--- config.mk ---
export PLATFORM = sky130hd
export DESIGN_NAME = ram_access_unit_flat
export DESIGN_NICKNAME = d
export VERILOG_FILES = /design/src/rtl/ram_access_unit_if.sv /design/src/rtl/ram_access_unit.sv /design/src/flat_wrapper.sv
export SDC_FILE = /design/constraint.sdc
export NUM_CORES = 1
export LEC_CHECK = 0
export ABC_AREA = 0
export ABC_CLOCK_PERIOD_IN_PS = 4600
export CAP_MARGIN = 20
export CORE_ASPECT_RATIO = 0.9
export CORE_MARGIN = 5
export CORE_UTILIZATION = 46
export CTS_BUF_LIST = sky130_fd_sc_hd__clkbuf_4 sky130_fd_sc_hd__clkbuf_8
export CTS_CLUSTER_SIZE = 16
export DETAILED_ROUTE_END_ITERATION = 7
export PLACE_DENSITY = 0.85
export SLEW_MARGIN = 10
export SYNTH_ARGS = -nofsm -noshare
export SYNTH_HDL_FRONTEND = slang
export SYNTH_SLANG_ARGS = --single-unit
--- constraint.sdc ---
create_clock -name clk -period 4.6 [get_ports clk]
set_clock_uncertainty 0.2 [all_clocks]
set_input_delay 0.92 -clock clk [delete_from_list [all_inputs] [get_ports clk]]
set_output_delay 0.92 -clock clk [all_outputs]
set_load 0.03 [all_outputs]
--- src/rtl/ram_access_unit_if.sv ---
// CPU-side request/response handshake plus the word-wide RAM port of ram_access_unit.
interface ram_access_unit_if #(
   parameter int ADDR_WIDTH = 16
);
   logic                  req_valid;
   logic                  req_ready;
   logic                  req_we;
   logic [31:0]           req_addr;
   logic [1:0]            req_size;
   logic                  req_unsigned;
   logic [31:0]           req_wdata;
   logic                  rsp_valid;
   logic                  rsp_ready;
   logic [31:0]           rsp_rdata;
   logic                  rsp_err;
   logic [ADDR_WIDTH-1:0] ram_addr;
   logic [31:0]           ram_din;
   logic                  ram_we;
   logic [31:0]           ram_dout;

   modport slave (
      input  req_valid, req_we, req_addr, req_size, req_unsigned, req_wdata, rsp_ready, ram_dout,
      output req_ready, rsp_valid, rsp_rdata, rsp_err, ram_addr, ram_din, ram_we
   );

   modport master (
      output req_valid, req_we, req_addr, req_size, req_unsigned, req_wdata, rsp_ready, ram_dout,
      input  req_ready, rsp_valid, rsp_rdata, rsp_err, ram_addr, ram_din, ram_we
   );
endinterface

--- src/rtl/ram_access_unit.sv ---
// Load/store front end for a sync-read word RAM: lane select, extension, RMW sub-word stores.
// Word store responds 1 cycle after accept, everything else 2; MISALIGN_TRAP_EN enables misalignment traps.
module ram_access_unit #(
   parameter int ADDR_WIDTH = 16
) (
   input logic              clk,
   input logic              rst,
   ram_access_unit_if.slave bus
);

   typedef enum logic [1:0] {IDLE, RD, RESP} state_t;

   typedef struct packed {
      logic                  we;
      logic [1:0]            size;
      logic                  uns;
      logic [1:0]            lane;
      logic [ADDR_WIDTH-1:0] widx;
      logic [31:0]           wdata;
   } req_t;

   state_t                state_q, state_d;
   req_t                  lat_q, req_in;
   logic [31:0]           rsp_rdata_q, rsp_rdata_d;
   logic                  rsp_err_q, rsp_err_d;
   logic                  req_ready_c, accept, misalign;
   logic [ADDR_WIDTH-1:0] ram_addr_c;
   logic [31:0]           ram_din_c;
   logic                  ram_we_c;
   logic                  unused_addr_bits;

   function automatic logic [31:0] load_extend(input logic [31:0] word, input logic [1:0] size,
                                               input logic [1:0] lane, input logic uns);
      logic [7:0]  b;
      logic [15:0] h;
      b = word[{lane, 3'b000} +: 8];
      h = word[{lane[1], 4'b0000} +: 16];
      case (size)
         2'b00:   load_extend = uns ? {24'b0, b} : {{24{b[7]}}, b};
         2'b01:   load_extend = uns ? {16'b0, h} : {{16{h[15]}}, h};
         default: load_extend = word;
      endcase
   endfunction

   function automatic logic [31:0] store_merge(input logic [31:0] word, input logic [31:0] wdata,
                                               input logic [1:0] size, input logic [1:0] lane);
      logic [31:0] r;
      r = word;
      case (size)
         2'b00:   r[{lane, 3'b000} +: 8] = wdata[7:0];
         2'b01:   r[{lane[1], 4'b0000} +: 16] = wdata[15:0];
         default: r = wdata;
      endcase
      store_merge = r;
   endfunction

   assign unused_addr_bits = ^bus.req_addr[31:ADDR_WIDTH+2];

`ifdef MISALIGN_TRAP_EN
   assign misalign = ((bus.req_size == 2'b01) && bus.req_addr[0]) ||
                     (bus.req_size[1] && (bus.req_addr[1:0] != 2'b00));
`else
   assign misalign = 1'b0;
`endif

   assign req_in = '{we:    bus.req_we,
                     size:  bus.req_size,
                     uns:   bus.req_unsigned,
                     lane:  bus.req_addr[1:0],
                     widx:  bus.req_addr[ADDR_WIDTH+1:2],
                     wdata: bus.req_wdata};

   assign req_ready_c = (state_q == IDLE) || ((state_q == RESP) && bus.rsp_ready);
   assign accept      = bus.req_valid && req_ready_c;

   always_comb begin
      state_d     = state_q;
      rsp_rdata_d = rsp_rdata_q;
      rsp_err_d   = rsp_err_q;
      ram_addr_c  = lat_q.widx;
      ram_din_c   = '0;
      ram_we_c    = 1'b0;

      case (state_q)
         RD: begin
            // ram_dout now holds the word addressed in the accept cycle
            if (lat_q.we) begin
               ram_we_c    = 1'b1;
               ram_din_c   = store_merge(bus.ram_dout, lat_q.wdata, lat_q.size, lat_q.lane);
               rsp_rdata_d = '0;
            end else begin
               rsp_rdata_d = load_extend(bus.ram_dout, lat_q.size, lat_q.lane, lat_q.uns);
            end
            rsp_err_d = 1'b0;
            state_d   = RESP;
         end
         RESP: begin
            if (bus.rsp_ready) state_d = IDLE;
         end
         default: ;
      endcase

      // An accept in RESP overrides the return to IDLE, giving back-to-back service
      if (accept) begin
         ram_addr_c = req_in.widx;
         if (misalign) begin
            state_d     = RESP;
            rsp_rdata_d = '0;
            rsp_err_d   = 1'b1;
         end else if (req_in.we && req_in.size[1]) begin
            ram_we_c    = 1'b1;
            ram_din_c   = req_in.wdata;
            state_d     = RESP;
            rsp_rdata_d = '0;
            rsp_err_d   = 1'b0;
         end else begin
            state_d = RD;
         end
      end
   end

   always_ff @(posedge clk) begin
      if (rst) begin
         state_q     <= IDLE;
         rsp_rdata_q <= '0;
         rsp_err_q   <= 1'b0;
         lat_q       <= '0;
      end else begin
         state_q     <= state_d;
         rsp_rdata_q <= rsp_rdata_d;
         rsp_err_q   <= rsp_err_d;
         if (accept) lat_q <= req_in;
      end
   end

   assign bus.req_ready = req_ready_c;
   assign bus.rsp_valid = (state_q == RESP);
   assign bus.rsp_rdata = rsp_rdata_q;
   assign bus.rsp_err   = rsp_err_q;
   assign bus.ram_addr  = ram_addr_c;
   assign bus.ram_din   = ram_din_c;
   // Reset cancels any merge write still pending in RD
   assign bus.ram_we    = ram_we_c & ~rst;

endmodule

--- src/flat_wrapper.sv ---
// flat-port wrapper written by rule: the top's interface ports become plain ports
module ram_access_unit_flat 
#(
   parameter int ADDR_WIDTH = 16
)
  (clk, rst, bus_req_valid, bus_req_we, bus_req_addr, bus_req_size, bus_req_unsigned, bus_req_wdata, bus_rsp_ready, bus_ram_dout, bus_req_ready, bus_rsp_valid, bus_rsp_rdata, bus_rsp_err, bus_ram_addr, bus_ram_din, bus_ram_we);
  ram_access_unit_if #(.ADDR_WIDTH(ADDR_WIDTH)) bus_i ();
  input logic clk;
  input logic rst;
  input wire logic [$bits(bus_i.req_valid)-1:0] bus_req_valid;
  input wire logic [$bits(bus_i.req_we)-1:0] bus_req_we;
  input wire logic [$bits(bus_i.req_addr)-1:0] bus_req_addr;
  input wire logic [$bits(bus_i.req_size)-1:0] bus_req_size;
  input wire logic [$bits(bus_i.req_unsigned)-1:0] bus_req_unsigned;
  input wire logic [$bits(bus_i.req_wdata)-1:0] bus_req_wdata;
  input wire logic [$bits(bus_i.rsp_ready)-1:0] bus_rsp_ready;
  input wire logic [$bits(bus_i.ram_dout)-1:0] bus_ram_dout;
  output wire logic [$bits(bus_i.req_ready)-1:0] bus_req_ready;
  output wire logic [$bits(bus_i.rsp_valid)-1:0] bus_rsp_valid;
  output wire logic [$bits(bus_i.rsp_rdata)-1:0] bus_rsp_rdata;
  output wire logic [$bits(bus_i.rsp_err)-1:0] bus_rsp_err;
  output wire logic [$bits(bus_i.ram_addr)-1:0] bus_ram_addr;
  output wire logic [$bits(bus_i.ram_din)-1:0] bus_ram_din;
  output wire logic [$bits(bus_i.ram_we)-1:0] bus_ram_we;
  assign bus_i.req_valid = bus_req_valid;
  assign bus_i.req_we = bus_req_we;
  assign bus_i.req_addr = bus_req_addr;
  assign bus_i.req_size = bus_req_size;
  assign bus_i.req_unsigned = bus_req_unsigned;
  assign bus_i.req_wdata = bus_req_wdata;
  assign bus_i.rsp_ready = bus_rsp_ready;
  assign bus_i.ram_dout = bus_ram_dout;
  assign bus_req_ready = bus_i.req_ready;
  assign bus_rsp_valid = bus_i.rsp_valid;
  assign bus_rsp_rdata = bus_i.rsp_rdata;
  assign bus_rsp_err = bus_i.rsp_err;
  assign bus_ram_addr = bus_i.ram_addr;
  assign bus_ram_din = bus_i.ram_din;
  assign bus_ram_we = bus_i.ram_we;
  ram_access_unit #(.ADDR_WIDTH(ADDR_WIDTH)) u_core (.clk(clk), .rst(rst), .bus(bus_i));
endmodule
======== Yosys cells after proc, flatten, opt, wreduce, memory -nomap -nowiden ========
Index checks and enable logic that the tools add are counted.
storage, ports and cells
  bits in registers ....................... 89
  bits in latches ......................... 0
  memory bits (writable) .................. 0
  memory bits (read-only) ................. 0
  input bits .............................. 104
  output and inout port bits .............. 84
  word-level logic and storage cells ...... 57
  memories ................................ 0
cells by class
  add/subtract/negate cells ............... 2
  multiply operators ...................... 0
  div/mod/pow operators ................... 0
  order comparisons ....................... 0
  eq/ne operators ......................... 4
  shifts and indexed selects .............. 6
  muxes and demuxes ....................... 26
  bitwise gates (word level) .............. 2
  reduce and logical (&&, ||, !) cells .... 8
operators with widths
  cell                     number
  $mux 32                  10
  $pmux 32 s2              2
  $bwmux 32                2
  $shift 16x7->32 const A  1
  $shift 8x7->32 const A   1
  $shiftx 16x7->32         1
  $shiftx 32x6->16         1
  $shiftx 32x6->8          1
  $shiftx 8x7->32          1
  $mux 16                  1
  $neg 5->7                2
  $mux 1                   7
  $mux 2                   3
  $eq 2x1->1 const B       2
  $logic_not 2->1          2
  $pmux 2 s2               1
  $logic_and 1x1->1        3
  $ne 3x2->1 const B       1
  $reduce_bool 3->1        1
  $eq 2x2->1 const B       1
  $reduce_and 2->1         1
  $and 1x1->1              1
  $logic_or 1x1->1         1
  $not 1->1                1

======== Depth between registers and ports, before layout ========
  word-level depth ........................ 8
  gate-level depth with buffers ........... 10
  gate-level depth less buffers ........... 7

======== Worst setup path before layout ========
Ideal clock, no wire load.
  path kind ............................... register to output
  start point ............................. reg u_core.lat_q[49] (netlist bit)
  end point ............................... out bus_ram_din[24]
  data arrival time ....................... 3.090 ns
  data required time ...................... 3.480 ns
  setup slack ............................. 0.390 ns
  cell stages (with the launch flop) ...... 9
  path buffers ............................ 2
  cell sequence ........................... dfxtp_1 buf_2 clkbuf_1 inv_1 ha_1 or4b_4 nor3_4 a222oi_1 a311oi_1
on the way
  longest elaborated chain between the ends .. 8
  elaborated cells between the ends (all ways) .. 13
  classes of those cells .................. 2 x add/sub; 4 x shift; 7 x mux
ends and longest elaborated chain
  what                                            line                                          source
  start: declaration                              ram_access_unit.sv:23                         req_t lat_q, req_in;
  start signal: assignment                        ram_access_unit.sv:132                        if (accept) lat_q <= req_in;
  $neg 5->7, on equally long branches             ram_access_unit.sv:51, ram_access_unit.sv:50
  $shiftx 16x7->32, or another cell as far along  ram_access_unit.sv:51                         2'b01: r[{lane[1], 4'b0000} +: 16] = wdata[15:0];
  $bwmux 32, on equally long branches             ram_access_unit.sv:51, ram_access_unit.sv:50
  $pmux 32 s2 *                                   ram_access_unit.sv:49                         case (size)
  $mux 32 *                                       ram_access_unit.sv:87                         if (lat_q.we) begin
  $mux 32 *                                       ram_access_unit.sv:84                         case (state_q)
  $mux 32                                         ram_access_unit.sv:110                        end else if (req_in.we && req_in.size[1]) begin
  $mux 32 *                                       ram_access_unit.sv:104                        if (accept) begin
  end: declaration                                flat_wrapper.sv:23                            output wire logic [$bits(bus_i.ram_din)-1:0] bus_ram_din;
Mark *: on every way between the ends. The rest lies on a longest branch, timed or not.

======== Final worst setup path ========
  start point ............................. in bus_rsp_ready
  end point ............................... out bus_ram_addr[2]
on the way
  longest elaborated chain between the ends .. 4
ends and longest elaborated chain
  what                line                    source
  start: declaration  flat_wrapper.sv:16      input wire logic [$bits(bus_i.rsp_ready)-1:0] bus_rsp_ready;
  $logic_and 1x1->1   ram_access_unit.sv:73   assign req_ready_c = (state_q == IDLE) || ((state_q == RESP) && bus.rsp_ready);
  $logic_or 1x1->1    ram_access_unit.sv:73
  $logic_and 1x1->1   ram_access_unit.sv:74   assign accept = bus.req_valid && req_ready_c;
  $mux 16             ram_access_unit.sv:104
  end: declaration    flat_wrapper.sv:22      output wire logic [$bits(bus_i.ram_addr)-1:0] bus_ram_addr;
Every way passes these cells.

==> summary.txt <==
Min path
  • Hold_sp: u_core.lat_q[17]
  • Hold Crit Class: register to register
  • Worst hold path cell count: 2

Route
  • Total number of vias: approximately 5.8k
  • Detailed Routing Iterations Pass 1: 6
  • Final ANT Viol Nets: 0
  • Starting DRC count in detailed routing: between 800 and 900
  • WL/cell: roughly 21 microns
  • DR vias/cell: 6.15
  • Post-route DRC: 0
  • Total Wirelength: 19,800 microns

CTS
  • Max clock buf depth: 2
  • Post-CTS Setup Inserts: 0
  • Num CTS Buffers: 9
  • H-Tree Depth: 3
  • CTS tree: yes
  • Hold buffer count at cts: 0
  • Clock Latency Late Sink: approximately 0.37 ns
  • Post-CTS Resized: 0
  • Number of clock sinks: 89
  • Root Driver: clkbuf_8
  • Clock slew at reported path FFs: around 0.090 ns

Timing
  • Final setup fails: 0
  • Fin Setup TNS: 0 ns
  • Fmax: ~0.24 GHz
  • Worst setup slack after layout: roughly 0.37 ns
  • Unrepaired setup endpoints after global routing: no
  • Max Slew Vio Count: 0
  • Slew @ Worst Pin: between 0.9 and 1 ns
  • Slew margin rel.: 0.339
  • Final hold viol count: 0
  • Final period util: 0.920
  • Tmin final: ~4.2 ns

Die
  • Core area: 0.0109 sq mm
  • Initial Utilization: 0.471
  • Die Y: around 110 microns
  • Ports: between 150 and 200
  • Site Rows: 36
  • Die X-Extent: ~120 microns
  • DIE AREA: approximately 0.013 sq mm

Logic synthesis
  • Post-synth EDFFs: 0
  • Post-Syn Area: roughly 0.0051 sq mm
  • FFs w/ async S/R, synth: 0
  • Top_reg_cell synth: dfxtp_1
  • Number of synthesized register bits: 89
  • Sequential area share after synthesis: 0.349
  • Synthesized net count: between 700 and 800
  • Syn_area_per_cell: around 8.0 sq um
  • Netlist cell types: 60
  • Post-Syn Instances: about 640
  • Yosys warnings: 0

Global routing
  • GR Util All Layers: 0.293
  • Vias in the first global route: around 5.6k
  • Initial antenna violation count: 0
  • Pin count of the biggest net entering global routing: 42
  • Overflow after GRT: 0
  • First-pass GRT wire length: slightly above 30,000 microns

Setup path
  • CP Cell Sequence: clkdlybuf4s50_1 -> a21oi_2 -> inv_1 -> and2_2 -> mux2_2 -> clkdlybuf4s50_1
  • CP arrival: between 3 and 4 ns
  • Worst r2r src: u_core.state_q[1]
  • Setup CP Type: input port to primary output
  • Worst R2R Path Depth: 5
  • Max FO, Critical Path: 18
  • Delay of the slowest critical-path stage: between 0.6 and 0.7 ns
  • Startpoint Class: input port
  • Critical Path Sink Type: primary output
  • Worst path slowest cell: clkdlybuf4s50_1
  • CP startpoint: bus_rsp_ready
  • CP most frequent cell: clkdlybuf4s50_1
  • CP required: 3.48 ns

Flow run
  • Number of max-cap violations: 0

Placement
  • Dpl ws: 0.372 ns
  • Port Buffers: approximately 170
  • Final GP Congestion: ~0.93
  • HPWL Detailed: 14,800 microns

Final layout
  • Layout Area Growth over Synthesis: 41.3%
  • Area of the multi-input gates: between 0.003 and 0.004 sq mm
  • Reg area: 0.00178 sq mm
  • Fillers: about 920
  • Ant diodes: 0
  • Fraction of layout cells with a size suffix above 1: 0.115
  • Final nets: 898

Power and ir drop
  • PD cells: roughly 330 mW/mm^2
  • Static Leak: between 0.002 and 0.003 uW
  • Peak supply drop: roughly 0.2 mV

Outcome
  • Status: finished, final reports clean
[logic make-up after synthesis]
kind of cell,synth area share
simple gates,0.227
compound gates,0.297
flops,0.349
buf+inv,0.0536
mux,0.0548
fa+ha+maj,0.0196
[stage by stage]
stage               instances  instance area, sq um   util  power, uW  hold slack, ns
floorplan                 638                  5110      -       1470           0.232
global placement          927                  7030  0.647       1830           0.240
detailed placement        927                  7030  0.647       1850           0.246
CTS                       943                  7220  0.666       2410           0.260
global route              943                  7220  0.666       2530           0.274
finish                    943                  7220  0.666       2420           0.257
[worst paths after layout]
path	end	slack [ns]
setup / recovery	bus_ram_addr[2]	0.37
hold / removal	u_core.lat_q[17]	0.26
hold reg to reg	u_core.lat_q[17]	0.26
setup reg to reg	u_core.bus.rsp_rdata[24]	1.83
[state kept, by name, summed over array words and instances (netlist names)]
signal,cells
u_core.bus.rsp_err,1
u_core.bus.rsp_rdata,32
u_core.lat_q,54
u_core.state_q,2
[synth_stat cells, types with 8 or more instances]
| master | count | area share |
|---|---|---|
| nand2_1 | 127 | 0.093 |
| dfxtp_1 | 89 | 0.35 |
| a21oi_1 | 74 | 0.072 |
| clkbuf_1 | 38 | 0.028 |
| nor2_1 | 27 | 0.020 |
| a221o_1 | 25 | 0.049 |
| and2_1 | 25 | 0.031 |
| nand2b_1 | 25 | 0.031 |
| o21ai_0 | 21 | 0.021 |
| inv_1 | 14 | 0.010 |
| mux2_2 | 13 | 0.029 |
| a221oi_1 | 9 | 0.015 |
| a222oi_1 | 9 | 0.018 |
| buf_2 | 9 | 0.0088 |
| a311oi_1 | 8 | 0.014 |
| ha_1 | 8 | 0.020 |
| nand4_1 | 8 | 0.0098 |
| o22ai_1 | 8 | 0.0098 |
[where the power goes]
group | total, uW | switching (uW) | internal (uW)
clock | 569 | 313 | 256
sequential | 905 | 59.9 | 845
combinational | 945 | 551 | 394
[worst max-delay path: cells and delay by family]
| family | cells | cell delay, ns |
|---|---|---|
| AO/OA/AOI/OAI | 1 | 0.10 |
| buffers and inverters | 3 | 1.24 |
| multiplexers | 1 | 0.41 |
| AND/OR/NAND/NOR | 1 | 0.43 |
[per-layer routing]
layer	up-vias	routed length (microns)	global-route usage
li1	2634	-	-
met5	-	0	0
met1	2757	7640	0.375
met4	0	671	0.110
met2	345	9570	0.484
met3	62	1950	0.0673
[layout make-up]
type	count	share of cell area
Timing Repair Buffer	189	0.269
Multi-Input combinational cell	483	0.423
Clock inverter	7	0.0104
Clock buffer	9	0.0171
Tap cell	152	0.0263
Inverter	14	0.00727
Sequential cell	89	0.247
[cell usage in the layout (no fill, tap or decap), types with 3 or more instances in the layout]
cell,Yosys,routed
a32o_1,7,7
dfxtp_1,89,89
mux2_1,3,3
o21ai_1,3,4
a21oi_1,74,74
a222oi_1,9,9
a221oi_1,9,9
nor2_1,27,27
a221o_1,25,25
and2_1,25,24
nor2b_1,7,7
mux2i_1,7,7
a22o_1,7,7
buf_12,0,14
inv_6,0,3
nand2_1,127,127
o32a_1,3,3
o221ai_1,3,3
a2bb2oi_1,6,6
o311a_1,4,4
clkdlybuf4s50_1,0,140
inv_1,14,14
nand3_1,7,7
buf_4,0,35
a311oi_1,8,8
nand2b_1,25,25
nor3_1,3,3
clkbuf_8,0,9
ha_1,8,8
mux2_2,13,13
o31ai_1,3,3
o22ai_1,8,8
nand4_1,8,8
o21ai_0,21,20
(Power assumes the default switching activity.)
